## src/rtl/dram_axi_bridge_pkg.sv

```systemverilog
// Shared types and AXI constants for the DRAM-to-AXI bridge.
// Lane steering is selected by the DRAM_AXI_LANE_STEER_EN macro (see axi_lane_mux).
package dram_axi_pkg;

    typedef enum logic [2:0] {
        ST_IDLE  = 3'd0,
        ST_WR    = 3'd1,
        ST_WRESP = 3'd2,
        ST_RD    = 3'd3,
        ST_RDATA = 3'd4
    } state_t;

    localparam int AXI_DATA_W = 128;
    localparam int AXI_STRB_W = AXI_DATA_W / 8;
    localparam int AXI_LANES  = AXI_DATA_W / 32;

    localparam logic [2:0] AXI_SIZE_4B       = 3'b010;
    localparam logic [1:0] AXI_BURST_INCR    = 2'b01;
    localparam logic [1:0] AXI_RESP_OKAY     = 2'b00;
    localparam logic [3:0] AXI_CACHE_DEFAULT = 4'b0011;

endpackage

```

## src/rtl/dram_axi_bridge_if.sv

```systemverilog
// AXI4 channel bundle between the bridge (master) and MIG_BLOCK (slave).
// Handshake: a transfer happens on a rising clk edge where valid && ready; valid never waits on ready.
interface dram_axi_bridge_if #(parameter int ADDR_W = 32);
    import dram_axi_pkg::*;

    logic [0:0]            awid;
    logic [ADDR_W-1:0]     awaddr;
    logic [7:0]            awlen;
    logic [2:0]            awsize;
    logic [1:0]            awburst;
    logic                  awlock;
    logic [3:0]            awcache;
    logic [2:0]            awprot;
    logic [3:0]            awqos;
    logic [3:0]            awregion;
    logic                  awvalid;
    logic                  awready;

    logic [AXI_DATA_W-1:0] wdata;
    logic [AXI_STRB_W-1:0] wstrb;
    logic                  wlast;
    logic                  wvalid;
    logic                  wready;

    logic [0:0]            bid;
    logic [1:0]            bresp;
    logic                  bvalid;
    logic                  bready;

    logic [0:0]            arid;
    logic [ADDR_W-1:0]     araddr;
    logic [7:0]            arlen;
    logic [2:0]            arsize;
    logic [1:0]            arburst;
    logic                  arlock;
    logic [3:0]            arcache;
    logic [2:0]            arprot;
    logic [3:0]            arqos;
    logic [3:0]            arregion;
    logic                  arvalid;
    logic                  arready;

    logic [0:0]            rid;
    logic [AXI_DATA_W-1:0] rdata;
    logic [1:0]            rresp;
    logic                  rlast;
    logic                  rvalid;
    logic                  rready;

    modport master (
        output awid, awaddr, awlen, awsize, awburst, awlock, awcache, awprot, awqos, awregion, awvalid,
        input  awready,
        output wdata, wstrb, wlast, wvalid,
        input  wready,
        input  bid, bresp, bvalid,
        output bready,
        output arid, araddr, arlen, arsize, arburst, arlock, arcache, arprot, arqos, arregion, arvalid,
        input  arready,
        input  rid, rdata, rresp, rlast, rvalid,
        output rready
    );

    modport slave (
        input  awid, awaddr, awlen, awsize, awburst, awlock, awcache, awprot, awqos, awregion, awvalid,
        output awready,
        input  wdata, wstrb, wlast, wvalid,
        output wready,
        output bid, bresp, bvalid,
        input  bready,
        input  arid, araddr, arlen, arsize, arburst, arlock, arcache, arprot, arqos, arregion, arvalid,
        output arready,
        output rid, rdata, rresp, rlast, rvalid,
        input  rready
    );

endinterface

```

## src/rtl/dram_axi_bridge_lane_mux.sv

```systemverilog
// Combinational placement of a 32-bit word into the 128-bit AXI bus and selection back out.
// DRAM_AXI_LANE_STEER_EN steers by addr[3:2]; otherwise everything lives in lane 0.
module axi_lane_mux
    import dram_axi_pkg::*;
(
    input  logic [1:0]            lane_i,
    input  logic [31:0]           wdata_i,
    input  logic [3:0]            we_i,
    input  logic [AXI_DATA_W-1:0] rdata_i,
    output logic [AXI_DATA_W-1:0] wdata_o,
    output logic [AXI_STRB_W-1:0] wstrb_o,
    output logic [31:0]           rdata_o
);

`ifdef DRAM_AXI_LANE_STEER_EN
    always_comb begin
        wdata_o = '0;
        wstrb_o = '0;
        rdata_o = '0;
        for (int i = 0; i < AXI_LANES; i++) begin
            if (lane_i == 2'(i)) begin
                wdata_o[i*32 +: 32] = wdata_i;
                wstrb_o[i*4 +: 4]   = we_i;
                rdata_o             = rdata_i[i*32 +: 32];
            end
        end
    end
`else
    logic unused_lane_bits;

    assign wdata_o = {{(AXI_DATA_W-32){1'b0}}, wdata_i};
    assign wstrb_o = {{(AXI_STRB_W-4){1'b0}}, we_i};
    assign rdata_o = rdata_i[31:0];
    assign unused_lane_bits = ^{lane_i, rdata_i[AXI_DATA_W-1:32]};
`endif

endmodule

```

## src/rtl/dram_axi_bridge.sv

```systemverilog
// Single-outstanding bridge from the CPU DRAM port to a 128-bit AXI4 slave (MIG_BLOCK).
// Lane steering is enabled with DRAM_AXI_LANE_STEER_EN; the default build uses lane 0 only.
module dram_axi_bridge
    import dram_axi_pkg::*;
#(
    parameter int ADDR_W = 32
) (
    input  logic              clk,
    input  logic              rst,
    input  logic              dram_oe,
    input  logic [31:0]       dram_addr,
    input  logic [31:0]       dram_wdata,
    input  logic [3:0]        dram_we,
    output logic [31:0]       dram_rdata,
    output logic              dram_valid,
    output logic              dram_err,
    output logic              dram_busy,
    output state_t            dbg_state_o,
    dram_axi_bridge_if.master m_axi
);

    state_t                state_q, state_d;
    logic                  aw_done_q, aw_done_d;
    logic                  w_done_q, w_done_d;
    logic [ADDR_W-1:0]     addr_q, addr_d;
    logic [31:0]           wdata_q, wdata_d;
    logic [3:0]            we_q, we_d;
    logic [31:0]           rdata_q, rdata_d;
    logic                  valid_q, valid_d;
    logic                  err_q, err_d;

    logic                  aw_fire, w_fire;
    logic [AXI_DATA_W-1:0] bus_wdata;
    logic [AXI_STRB_W-1:0] bus_wstrb;
    logic [31:0]           lane_rdata;
    logic                  unused_axi;

    axi_lane_mux u_lane_mux (
        .lane_i  (addr_q[3:2]),
        .wdata_i (wdata_q),
        .we_i    (we_q),
        .rdata_i (m_axi.rdata),
        .wdata_o (bus_wdata),
        .wstrb_o (bus_wstrb),
        .rdata_o (lane_rdata)
    );

    assign aw_fire = m_axi.awvalid && m_axi.awready;
    assign w_fire  = m_axi.wvalid && m_axi.wready;

    always_comb begin
        state_d   = state_q;
        aw_done_d = aw_done_q;
        w_done_d  = w_done_q;
        addr_d    = addr_q;
        wdata_d   = wdata_q;
        we_d      = we_q;
        rdata_d   = rdata_q;
        valid_d   = 1'b0;
        err_d     = 1'b0;
        case (state_q)
            ST_IDLE: begin
                if (dram_we != 4'h0 || dram_oe) begin
                    addr_d    = ADDR_W'(dram_addr);
                    wdata_d   = dram_wdata;
                    we_d      = dram_we;
                    aw_done_d = 1'b0;
                    w_done_d  = 1'b0;
                    state_d   = (dram_we != 4'h0) ? ST_WR : ST_RD;
                end
            end
            ST_WR: begin
                // AW and W complete independently; either may finish first or both together.
                aw_done_d = aw_done_q || aw_fire;
                w_done_d  = w_done_q || w_fire;
                if (aw_done_d && w_done_d) begin
                    state_d = ST_WRESP;
                end
            end
            ST_WRESP: begin
                if (m_axi.bvalid) begin
                    err_d   = (m_axi.bresp != AXI_RESP_OKAY);
                    state_d = ST_IDLE;
                end
            end
            ST_RD: begin
                if (m_axi.arready) begin
                    state_d = ST_RDATA;
                end
            end
            ST_RDATA: begin
                if (m_axi.rvalid) begin
                    rdata_d = lane_rdata;
                    valid_d = 1'b1;
                    err_d   = (m_axi.rresp != AXI_RESP_OKAY);
                    state_d = ST_IDLE;
                end
            end
            default: state_d = ST_IDLE;
        endcase
    end

    always_ff @(posedge clk) begin
        if (rst) begin
            state_q   <= ST_IDLE;
            aw_done_q <= 1'b0;
            w_done_q  <= 1'b0;
            addr_q    <= '0;
            wdata_q   <= '0;
            we_q      <= '0;
            rdata_q   <= '0;
            valid_q   <= 1'b0;
            err_q     <= 1'b0;
        end else begin
            state_q   <= state_d;
            aw_done_q <= aw_done_d;
            w_done_q  <= w_done_d;
            addr_q    <= addr_d;
            wdata_q   <= wdata_d;
            we_q      <= we_d;
            rdata_q   <= rdata_d;
            valid_q   <= valid_d;
            err_q     <= err_d;
        end
    end

    assign dram_rdata  = rdata_q;
    assign dram_valid  = valid_q;
    assign dram_err    = err_q;
    assign dram_busy   = (state_q != ST_IDLE);
    assign dbg_state_o = state_q;

    // Valids come only from registered state, so they never depend on ready.
    assign m_axi.awvalid  = (state_q == ST_WR) && !aw_done_q;
    assign m_axi.wvalid   = (state_q == ST_WR) && !w_done_q;
    assign m_axi.bready   = (state_q == ST_WRESP);
    assign m_axi.arvalid  = (state_q == ST_RD);
    assign m_axi.rready   = (state_q == ST_RDATA);

    assign m_axi.awid     = 1'b0;
    assign m_axi.awaddr   = addr_q;
    assign m_axi.awlen    = 8'd0;
    assign m_axi.awsize   = AXI_SIZE_4B;
    assign m_axi.awburst  = AXI_BURST_INCR;
    assign m_axi.awlock   = 1'b0;
    assign m_axi.awcache  = AXI_CACHE_DEFAULT;
    assign m_axi.awprot   = 3'd0;
    assign m_axi.awqos    = 4'd0;
    assign m_axi.awregion = 4'd0;

    assign m_axi.wdata    = bus_wdata;
    assign m_axi.wstrb    = bus_wstrb;
    assign m_axi.wlast    = 1'b1;

    assign m_axi.arid     = 1'b0;
    assign m_axi.araddr   = addr_q;
    assign m_axi.arlen    = 8'd0;
    assign m_axi.arsize   = AXI_SIZE_4B;
    assign m_axi.arburst  = AXI_BURST_INCR;
    assign m_axi.arlock   = 1'b0;
    assign m_axi.arcache  = AXI_CACHE_DEFAULT;
    assign m_axi.arprot   = 3'd0;
    assign m_axi.arqos    = 4'd0;
    assign m_axi.arregion = 4'd0;

    assign unused_axi = ^{m_axi.bid, m_axi.rid, m_axi.rlast};

endmodule

```

## src/flat_wrapper.sv

```systemverilog
// flat-port wrapper written by rule: the top's interface ports become plain ports
module dram_axi_bridge_flat import dram_axi_pkg::*;
#(
    parameter int ADDR_W = 32
)
  (clk, rst, dram_oe, dram_addr, dram_wdata, dram_we, dram_rdata, dram_valid, dram_err, dram_busy, dbg_state_o, m_axi_awid, m_axi_awaddr, m_axi_awlen, m_axi_awsize, m_axi_awburst, m_axi_awlock, m_axi_awcache, m_axi_awprot, m_axi_awqos, m_axi_awregion, m_axi_awvalid, m_axi_awready, m_axi_wdata, m_axi_wstrb, m_axi_wlast, m_axi_wvalid, m_axi_wready, m_axi_bid, m_axi_bresp, m_axi_bvalid, m_axi_bready, m_axi_arid, m_axi_araddr, m_axi_arlen, m_axi_arsize, m_axi_arburst, m_axi_arlock, m_axi_arcache, m_axi_arprot, m_axi_arqos, m_axi_arregion, m_axi_arvalid, m_axi_arready, m_axi_rid, m_axi_rdata, m_axi_rresp, m_axi_rlast, m_axi_rvalid, m_axi_rready);
  dram_axi_bridge_if #(.ADDR_W(ADDR_W)) m_axi_i ();
  input  logic clk;
  input  logic rst;
  input  logic dram_oe;
  input  logic [31:0] dram_addr;
  input  logic [31:0] dram_wdata;
  input  logic [3:0] dram_we;
  output logic [31:0] dram_rdata;
  output logic dram_valid;
  output logic dram_err;
  output logic dram_busy;
  output state_t dbg_state_o;
  output wire logic [$bits(m_axi_i.awid)-1:0] m_axi_awid;
  output wire logic [$bits(m_axi_i.awaddr)-1:0] m_axi_awaddr;
  output wire logic [$bits(m_axi_i.awlen)-1:0] m_axi_awlen;
  output wire logic [$bits(m_axi_i.awsize)-1:0] m_axi_awsize;
  output wire logic [$bits(m_axi_i.awburst)-1:0] m_axi_awburst;
  output wire logic [$bits(m_axi_i.awlock)-1:0] m_axi_awlock;
  output wire logic [$bits(m_axi_i.awcache)-1:0] m_axi_awcache;
  output wire logic [$bits(m_axi_i.awprot)-1:0] m_axi_awprot;
  output wire logic [$bits(m_axi_i.awqos)-1:0] m_axi_awqos;
  output wire logic [$bits(m_axi_i.awregion)-1:0] m_axi_awregion;
  output wire logic [$bits(m_axi_i.awvalid)-1:0] m_axi_awvalid;
  input wire logic [$bits(m_axi_i.awready)-1:0] m_axi_awready;
  output wire logic [$bits(m_axi_i.wdata)-1:0] m_axi_wdata;
  output wire logic [$bits(m_axi_i.wstrb)-1:0] m_axi_wstrb;
  output wire logic [$bits(m_axi_i.wlast)-1:0] m_axi_wlast;
  output wire logic [$bits(m_axi_i.wvalid)-1:0] m_axi_wvalid;
  input wire logic [$bits(m_axi_i.wready)-1:0] m_axi_wready;
  input wire logic [$bits(m_axi_i.bid)-1:0] m_axi_bid;
  input wire logic [$bits(m_axi_i.bresp)-1:0] m_axi_bresp;
  input wire logic [$bits(m_axi_i.bvalid)-1:0] m_axi_bvalid;
  output wire logic [$bits(m_axi_i.bready)-1:0] m_axi_bready;
  output wire logic [$bits(m_axi_i.arid)-1:0] m_axi_arid;
  output wire logic [$bits(m_axi_i.araddr)-1:0] m_axi_araddr;
  output wire logic [$bits(m_axi_i.arlen)-1:0] m_axi_arlen;
  output wire logic [$bits(m_axi_i.arsize)-1:0] m_axi_arsize;
  output wire logic [$bits(m_axi_i.arburst)-1:0] m_axi_arburst;
  output wire logic [$bits(m_axi_i.arlock)-1:0] m_axi_arlock;
  output wire logic [$bits(m_axi_i.arcache)-1:0] m_axi_arcache;
  output wire logic [$bits(m_axi_i.arprot)-1:0] m_axi_arprot;
  output wire logic [$bits(m_axi_i.arqos)-1:0] m_axi_arqos;
  output wire logic [$bits(m_axi_i.arregion)-1:0] m_axi_arregion;
  output wire logic [$bits(m_axi_i.arvalid)-1:0] m_axi_arvalid;
  input wire logic [$bits(m_axi_i.arready)-1:0] m_axi_arready;
  input wire logic [$bits(m_axi_i.rid)-1:0] m_axi_rid;
  input wire logic [$bits(m_axi_i.rdata)-1:0] m_axi_rdata;
  input wire logic [$bits(m_axi_i.rresp)-1:0] m_axi_rresp;
  input wire logic [$bits(m_axi_i.rlast)-1:0] m_axi_rlast;
  input wire logic [$bits(m_axi_i.rvalid)-1:0] m_axi_rvalid;
  output wire logic [$bits(m_axi_i.rready)-1:0] m_axi_rready;
  assign m_axi_awid = m_axi_i.awid;
  assign m_axi_awaddr = m_axi_i.awaddr;
  assign m_axi_awlen = m_axi_i.awlen;
  assign m_axi_awsize = m_axi_i.awsize;
  assign m_axi_awburst = m_axi_i.awburst;
  assign m_axi_awlock = m_axi_i.awlock;
  assign m_axi_awcache = m_axi_i.awcache;
  assign m_axi_awprot = m_axi_i.awprot;
  assign m_axi_awqos = m_axi_i.awqos;
  assign m_axi_awregion = m_axi_i.awregion;
  assign m_axi_awvalid = m_axi_i.awvalid;
  assign m_axi_i.awready = m_axi_awready;
  assign m_axi_wdata = m_axi_i.wdata;
  assign m_axi_wstrb = m_axi_i.wstrb;
  assign m_axi_wlast = m_axi_i.wlast;
  assign m_axi_wvalid = m_axi_i.wvalid;
  assign m_axi_i.wready = m_axi_wready;
  assign m_axi_i.bid = m_axi_bid;
  assign m_axi_i.bresp = m_axi_bresp;
  assign m_axi_i.bvalid = m_axi_bvalid;
  assign m_axi_bready = m_axi_i.bready;
  assign m_axi_arid = m_axi_i.arid;
  assign m_axi_araddr = m_axi_i.araddr;
  assign m_axi_arlen = m_axi_i.arlen;
  assign m_axi_arsize = m_axi_i.arsize;
  assign m_axi_arburst = m_axi_i.arburst;
  assign m_axi_arlock = m_axi_i.arlock;
  assign m_axi_arcache = m_axi_i.arcache;
  assign m_axi_arprot = m_axi_i.arprot;
  assign m_axi_arqos = m_axi_i.arqos;
  assign m_axi_arregion = m_axi_i.arregion;
  assign m_axi_arvalid = m_axi_i.arvalid;
  assign m_axi_i.arready = m_axi_arready;
  assign m_axi_i.rid = m_axi_rid;
  assign m_axi_i.rdata = m_axi_rdata;
  assign m_axi_i.rresp = m_axi_rresp;
  assign m_axi_i.rlast = m_axi_rlast;
  assign m_axi_i.rvalid = m_axi_rvalid;
  assign m_axi_rready = m_axi_i.rready;
  dram_axi_bridge #(.ADDR_W(ADDR_W)) u_core (.clk(clk), .rst(rst), .dram_oe(dram_oe), .dram_addr(dram_addr), .dram_wdata(dram_wdata), .dram_we(dram_we), .dram_rdata(dram_rdata), .dram_valid(dram_valid), .dram_err(dram_err), .dram_busy(dram_busy), .dbg_state_o(dbg_state_o), .m_axi(m_axi_i));
endmodule
```

## config.mk

```make
export PLATFORM = sky130hd
export DESIGN_NAME = dram_axi_bridge_flat
export DESIGN_NICKNAME = d
export VERILOG_FILES = /design/src/rtl/dram_axi_bridge_pkg.sv /design/src/rtl/dram_axi_bridge_if.sv /design/src/rtl/dram_axi_bridge_lane_mux.sv /design/src/rtl/dram_axi_bridge.sv /design/src/flat_wrapper.sv
export SDC_FILE = /design/constraint.sdc
export NUM_CORES = 1
export LEC_CHECK = 0
export CAP_MARGIN = 30
export CORE_AREA = 4 4 199 201
export DETAILED_ROUTE_END_ITERATION = 8
export DIE_AREA = 0 0 203 205
export GPL_TIMING_DRIVEN = 0
export SYNTH_ARGS = -nofsm -noshare
export SYNTH_HDL_FRONTEND = slang
export SYNTH_SLANG_ARGS = --single-unit
```

## constraint.sdc

```tcl
create_clock -name clk -period 4.05 [get_ports clk]
set_clock_uncertainty 0.05 [all_clocks]
set_input_delay 0.405 -clock clk [delete_from_list [all_inputs] [get_ports clk]]
set_output_delay 0.405 -clock clk [all_outputs]
set_load 0.01 [all_outputs]
```

== Yosys cells after proc, flatten, opt, wreduce, memory -nomap -nowiden ==
Index checks and enable logic that the tools add are counted.
Operators by class
  eq/ne operators: 9
  muxes and demuxes: 14
  bitwise gates (word level): 1
  reduce and logical (&&, ||, !) cells: 21
Operators by type and width (count)
  two-way mux 3 bit: 5
  one-hot mux 3 bit (5 select lines): 1
  equality test 3 x 2 -> 1 bit, second input constant: 2
  inequality test 2 x 1 -> 1 bit, second input constant: 3
  one-hot mux 1 bit (2 select lines): 3
  AND reduction 2 bit: 3
  nonzero test 2 bit: 3
  logical AND 1 bit: 5
  AND reduction 5 bit: 1
  two-way mux 1 bit: 4
  inequality test 2 bit, second input constant: 2
  nonzero test 4 bit: 1
  equality test 3 x 1 -> 1 bit, second input constant: 1
  equality test 3 bit, second input constant: 1
  zero test 3 bit: 1
  logical OR 1 bit: 3
  nonzero test 3 bit: 1
  zero test 1 bit: 2
  two-way mux 2 bit: 1
  OR reduction 2 bit: 1
  inverter 1 bit: 1
Word-level totals
  register bits: 107
  logic and storage cells: 54

== Logic depth before layout (Yosys ltp) ==
Gate-level depths: netlist of run 1.
  depth after elaboration: 7
  gate-level depth with buffers: 8
  depth with buffers taken out: 4

== Cells and area by module ==
A second synthesis of run 1 with hierarchy kept.
Unflattened totals
  cell total of the unflattened synthesis: 751
  area total of the unflattened synthesis: 6179.7 um2
Modules (own cells, without submodules)
  dram_axi_bridge: times used 1, cells each 574, area each 4854.7 um2, sequential area each 2142.1 um2
  axi_lane_mux: times used 1, cells each 177, area each 1325.0 um2, sequential area each 0.0 um2

== Worst setup path before layout of run 1 ==
OpenSTA, ideal clock, no wires.
  path kind: register -> register
  start point: register u_core.state_q[0] (netlist: u_core.dbg_state_o[0])
  end point: register u_core.wdata_q[10]
  library setup time: 0.132 ns
  arrival: 1.560 ns
  setup slack: 2.308 ns
  cell stages (with the launch flop): 9
  buffers on the path: 4
  clock period less this slack: 1.742 ns
  path through: dfxtp_1 -> buf_6 -> or3_1 -> buf_2 -> a21o_1 -> buf_4 -> buf_6 -> nand2_1 -> a21oi_1
On the way
  cells in the longest elaborated chain, start to end: 2
RTL lines
  from (decl): line dram_axi_bridge.sv:22  | state_t state_q, state_d;
  from (signal assigned): line dram_axi_bridge.sv:115  | state_q <= state_d;
  zero test 3 bit: line dram_axi_bridge.sv:61  | case (state_q)
  AND reduction 2 bit (no line)
  to (signal assigned): line dram_axi_bridge.sv:119  | wdata_q <= wdata_d;
  to (decl): line dram_axi_bridge.sv:26  | logic [31:0] wdata_q, wdata_d;
Every way passes these cells.
A chain may end at the register's enable or synchronous reset.

== Final worst setup path of run 1 ==
  start point: input port dram_we[3]
  end point: register u_core.wdata_q[30]
On the way
  cells in the longest elaborated chain, start to end: 3
RTL lines
  from (decl): line flat_wrapper.sv:13  | input logic [3:0] dram_we;
  nonzero test 4 bit: line dram_axi_bridge.sv:63  | if (dram_we != 4'h0 || dram_oe) begin
  logical OR 1 bit: line dram_axi_bridge.sv:63
  AND reduction 2 bit (no line)
Every way passes these cells.

==> results of run 1 <==
layout by cell type, fill, tap and decap left out, drive strengths merged, types with 2 or more instances in the layout:
| cell type | Yosys | layout |
|---|---|---|
| nor3b | 2 | 2 |
| a21oi | 108 | 108 |
| nand2 | 202 | 202 |
| nor2b | 2 | 2 |
| clkinvlp | 0 | 2 |
| conb | 2 | 169 |
| inv | 1 | 3 |
| clkbuf | 21 | 31 |
| dfxtp | 107 | 107 |
| a311oi | 2 | 2 |
| buf | 216 | 216 |
| clkdlybuf4s50 | 0 | 253 |
| nor3 | 2 | 2 |
| nor2 | 5 | 5 |
| and2 | 2 | 2 |
final timing paths:
check	startpoint	end
worst max-delay path	dram_we[3]	u_core.wdata_q[30]
worst min-delay path	u_core.wdata_q[15]	u_core.wdata_q[15]
worst max register to register	u_core.dbg_state_o[1]	u_core.wdata_q[30]
worst min register to register	u_core.wdata_q[15]	u_core.wdata_q[15]
critical path: cells and delay by family:
family | cells | cell delay (ns)
AOI/OAI and AO/OA | 2 | 0.59
buffers and inverters | 2 | 1.19
and+or+nand+nor | 2 | 0.74
state kept, by name, summed over array words and instances, names as in the netlist:
name	cells
u_core.aw_done_q	1
u_core.dbg_state_o	3
u_core.dram_err	1
u_core.dram_rdata	32
u_core.dram_valid	1
u_core.m_axi.araddr	32
u_core.w_done_q	1
u_core.wdata_q	32
u_core.we_q	4
power groups by stage:
stage                     logic [W]  clock network, W  registers (W)
after floorplan             0.00113                 0        0.00155
after global placement      0.00241                 0        0.00146
after detailed placement    0.00244                 0        0.00147
after CTS                   0.00244           0.00101        0.00145
after global routing        0.00259           0.00104        0.00147
final                       0.00237          0.000948        0.00144
area by class of cell:
type	instances	area (sq um)
fill	4121	28100
timing repair buffer	253	2530
sequential	107	2140
multi-input combinational	505	2130
buffer	237	1730
tap	511	639
clock buffer	10	239
clock inverter	6	72.6
inverter	1	3.75
cell families after synthesis:
kind of cell	count (synthesis)
AO/OA/AOI/OAI	115
buffers and inverters	238
flip-flops	107
multiplexers	1
other	2
AND/OR/NAND/NOR	220
metal layers:
| metal | wire length [um] | vias up | GRT usage |
|---|---|---|---|
| met5 | 13 | - | 0 |
| met4 | 316 | 2 | 0.0303 |
| met3 | 1950 | 18 | 0.0383 |
| met2 | 10600 | 238 | 0.171 |
| met1 | 7610 | 2233 | 0.0945 |
| li1 | - | 2656 | - |
stage by stage:
| step | std cells | utilization | hold WS, ns | setup slack (ns) |
|---|---|---|---|---|
| after floorplan | 850 | - | 0.431 | 2.31 |
| after global placement | 1614 | 0.244 | 0.391 | 0.888 |
| after detailed placement | 1614 | 0.244 | 0.396 | 0.848 |
| after CTS | 1630 | 0.253 | 0.407 | 1.26 |
| after global routing | 1630 | 0.253 | 0.429 | 1.13 |
| final | 1630 | 0.253 | 0.404 | 1.36 |
==> out/metrics.csv, run 1 <==
metric,value,unit
Hold Crit Class,reg -> reg,
status,"finished, final reports clean",
layout cell share with drive strength beyond 1,0.211,
Critical Path Max Stage Delay,0.63,ns
Final min period,2.69,ns
Flop pwr share,0.302,
Residual DRC,0,
clk sinks,107,
Post-CTS Resized,0,
total number of vias,5147,
Clock Path Buffers,2,
Cell Rows,71,
first-pass GRT wire length,28.7,mm
Leak,4.15,nW
cts bufs inserted,9,
post-synthesis mux area share,0.00186,
"Design Area, Final",9490,sq um
relative slew slack,0.451,
Setup TNS,0,ns
Post-CTS Hold Buffers,0,
root buffer cell,clkbuf_16,
total power,0.00476,W
CP Capture Type,register,
Post-synth EDFFs,0,
sequential element share of the synthesized area,0.398,
routed len/inst,12.6,um
post-synthesis cell area,5380,sq um
RSZ-0062 raised after global routing,no,
Post-Synth Adder-Cell Area,0,
"Slowest-stage cell, CP",nor4_4,
Internal,0.00301,W
DR iter-0 viols,149,
via/cell ratio,3.16,
"Slew Viols, Final",0,
die area,41600,sq um
Sw Pwr,0.00176,W
gr ovfl total,0,
pin count of the biggest net entering global routing,19,
NumNets Final,1325,
combinational fraction of design power,0.499,
CP arrival,2.93,ns
Max-Cap Viols,0,
"area leader, netlist",dfxtp_1,
Routed Antenna Nets,0,
CTS tree,done,
Mapped Cells,683,
CP Cell Sequence,clkdlybuf4s50_1 -> nor4_4 -> a21o_1 -> clkbuf_1 -> nand2_1 -> a21oi_1,
XOR/XNOR share of the synthesized area,0,
Required @ worst endpoint,4.30,ns
clock transition at the registers of the reported paths,0.08,ns
core area,37600,sq um
final setup violation count,0,
synthesized flop and latch total,107,
hpwl dp,16.9,mm
post-synthesis compound-gate area fraction,0.113,
largest family of logic cells by synthesized area,buffers and inverters,
Worst-Margin Slew,0.824,ns
port bufs,253,
Area Overhead vs Synth,76.4,%
Synth async-reset ratio,0,
top post-synthesis cells by area,"dfxtp_1 (40%), buf_4 (28%), nand2_1 (14%)",
H-Tree Depth,3,
Antenna Diode Count,0,
simple-gate portion of the synthesized area,0.164,
Die Height,205,um
fmax,0.372,GHz
worst skew pair latency,0.37,ns
Clock Power Share,0.199,
starting density of the core,0.143,
post-CTS setup buffer count,0,
All-Layer GR Usage,0.0925,
Setup Crit Path Kind,in -> reg,
commonest register cell after synthesis,dfxtp_1,
Die Span X,203,um
Syn Area/Cell,7.88,sq um
final hold vios,0,
Total Wirelength,20.5,mm
GPL Wtd Cong,0.713,
DP Area,9180,sq um
most instantiated cells after synthesis,"buf_4 (202), nand2_1 (202), a21oi_1 (107), dfxtp_1 (107), clkbuf_1 (20)",
VDD IR-drop max,0.215,mV
yosys warns,0,
vias in the first global route,4914,
initial antenna violation count,1,
Ports,523,
r2r setup slk,1.75,ns
R2R cell count,7,
"Distinct cells, synth",28,
CP Max Fanout,10,
CP startpoint kind,input port,
period utilisation layout,0.663,
Synth top area share,0.398,
router iterations before antenna repair,4,
P per Cell Area,502,nW/um^2
switch share,0.369,
Hold Path Depth,2,
No activity file was read; power rests on OpenSTA's default activity.
==> inputs of run 2 (changes only) <==
--- a/config.mk
+++ b/config.mk
@@ -6,9 +6,9 @@
 export NUM_CORES = 1
 export LEC_CHECK = 0
 export CAP_MARGIN = 30
-export CORE_AREA = 4 4 199 201
+export CORE_AREA = 4 4 202 204
 export DETAILED_ROUTE_END_ITERATION = 8
-export DIE_AREA = 0 0 203 205
+export DIE_AREA = 0 0 206 208
 export GPL_TIMING_DRIVEN = 0
 export SYNTH_ARGS = -nofsm -noshare
 export SYNTH_HDL_FRONTEND = slang
==> constraint.sdc (replaced) <==
create_clock -name clk -period 2.67 [get_ports clk]
set_clock_uncertainty 0.05 [all_clocks]
set_input_delay 0.267 -clock clk [delete_from_list [all_inputs] [get_ports clk]]
set_output_delay 0.267 -clock clk [all_outputs]
set_load 0.01 [all_outputs]
==> run 2 against run 1 <==
Compared with the run above: sequential power grew 51%; non-clock buffer count is the same; via count is essentially flat; critical path depth shrank 2; sequential share of layout area shrank 0.062 points; core utilization shrank 1.0 points; power grew 52%; largest power group unchanged; count of clock-buffer cells in the layout shrank 1; worst setup slack lost 1.1 ns; global-route usage shrank 0.34 points; combinational power grew 51%.
==> out/metrics.csv, run 2 (synthesized netlist as in run 1, its figures left out) <==
metric,value,unit
status,"finished, final reports clean",
NumNets Final,1325,
relative slew slack,0.437,
H-Tree Depth,3,
period utilisation layout,0.914,
CP Max Fanout,9,
min setup slack post-route,0.229,ns
top routing layer used,met4,
port bufs,253,
cts bufs inserted,9,
Internal,0.00462,W
Area Overhead vs Synth,76.9,%
starting density of the core,0.137,
Residual DRC,0,
Max-Cap Viols,0,
Total Wirelength,19.9,mm
placed insts,1628,
Clock Path Buffers,2,
Ports,523,
CP Capture Type,primary output,
Hold Crit Class,in -> reg,
root buffer cell,clkbuf_16,
Flop pwr share,0.301,
routed len/inst,12.1,um
worst skew pair latency,0.36,ns
Clock Power Share,0.204,
DR iter-0 viols,142,
Die Span X,206,um
core area,39300,sq um
combinational fraction of design power,0.495,
most frequent cells in the layout,"clkdlybuf4s50_1 (253), nand2_1 (202), buf_4 (202), conb_1 (169)",
RSZ-0062 raised after global routing,no,
GPL Wtd Cong,0.720,
clk sinks,107,
Cell Rows,73,
Sw Pwr,0.00261,W
CP arrival,2.12,ns
gr ovfl total,0,
total number of vias,5150,
Worst-Margin Slew,0.845,ns
via/cell ratio,3.13,
first-pass GRT wire length,28.7,mm
"most common cell after layout, fill and taps aside",clkdlybuf4s50_1,
pre-CTS WS,-0.400,ns
layout cell share with drive strength beyond 1,0.213,
Required @ worst endpoint,2.35,ns
total power,0.00723,W
P per Cell Area,759,nW/um^2
fmax,0.410,GHz
post-CTS setup buffer count,0,
VDD IR-drop max,0.275,mV
Leak,4.16,nW
WHS,0.389,ns
Final min period,2.44,ns
Antenna Diode Count,0,
die area,42800,sq um
Finished Layout Cells,1644,
Die Height,208,um
hpwl dp,16.5,mm
router iterations before antenna repair,4,
switch share,0.361,
Setup Crit Path Kind,reg -> out,
initial antenna violation count,0,
pin count of the biggest net entering global routing,18,
met3 routed WL,1.96,mm
DRT met1 WL,7.54,mm
post-layout util,0.242,
"Slew Viols, Final",0,
clock transition at the registers of the reported paths,0.08,ns
CP startpoint kind,register,
final hold vios,0,
met2 routed wirelength,10.1,mm
Routed Antenna Nets,0,
CTS tree,done,
final setup violation count,0,
All-Layer GR Usage,0.0891,
vias in the first global route,4865,
-- run 2: worst paths after layout --
check	startpoint	endpoint	slack, ns	cells past startpoint
setup / recovery	u_core.dbg_state_o[1]	m_axi_bready	0.23	4
hold / removal	dram_addr[5]	u_core.m_axi.araddr[5]	0.39	3
setup reg to reg	u_core.dbg_state_o[1]	u_core.wdata_q[20]	0.43	7
hold reg to reg	u_core.wdata_q[16]	u_core.wdata_q[16]	0.40	2
-- run 2: critical path, stage by stage (launching register included) --
cell and delay, ns:
dfxtp_1 0.35, clkbuf_1 0.29, nor2b_1 0.23, nor2b_2 0.28
clkdlybuf4s50_1 0.60
-- run 2: power groups by stage --
stage | clock [W] | combinational, W | sequential, W
6_report | 0.00147 | 0.00358 | 0.00218
5_1_grt | 0.00162 | 0.00392 | 0.00223
4_1_cts | 0.00158 | 0.00367 | 0.00218
3_5_place_dp | 0 | 0.00366 | 0.00222
3_3_place_gp | 0 | 0.00363 | 0.00220
2_1_floorplan | 0 | 0.00172 | 0.00234
-- run 2: what timing repair did --
| action | in CTS | in global routing |
|---|---|---|
| gates resized for setup | 0 | 3 |
| hold buffers | 0 | 0 |
| setup endpoints to repair | 0 | 11 |
-- run 2: area by class of cell --
| cell class | instances | area, sq um |
|---|---|---|
| Buffer | 237 | 1730 |
| Clock buffer | 9 | 225 |
| Clock inverter | 7 | 91.3 |
| Fill cell | 4299 | 29800 |
| Inverter | 1 | 3.75 |
| Multi-Input combinational cell | 505 | 2130 |
| Sequential cell | 107 | 2140 |
| Tap cell | 525 | 657 |
| Timing Repair Buffer | 253 | 2530 |
-- run 2: per-stage QoR --
stage                     setup TNS [ns]  area, sq um
after floorplan                        0         6010
after global placement            -11.85         9200
after detailed placement          -11.63         9200
after CTS                              0         9510
after global routing                   0         9520
final                                  0         9520
-- run 2: metal layers --
metal,global-route usage,vias to the layer above
li1,-,2653
met4,0.0246,0
met3,0.0358,17
met1,0.0942,2232
met5,0,-
met2,0.162,248
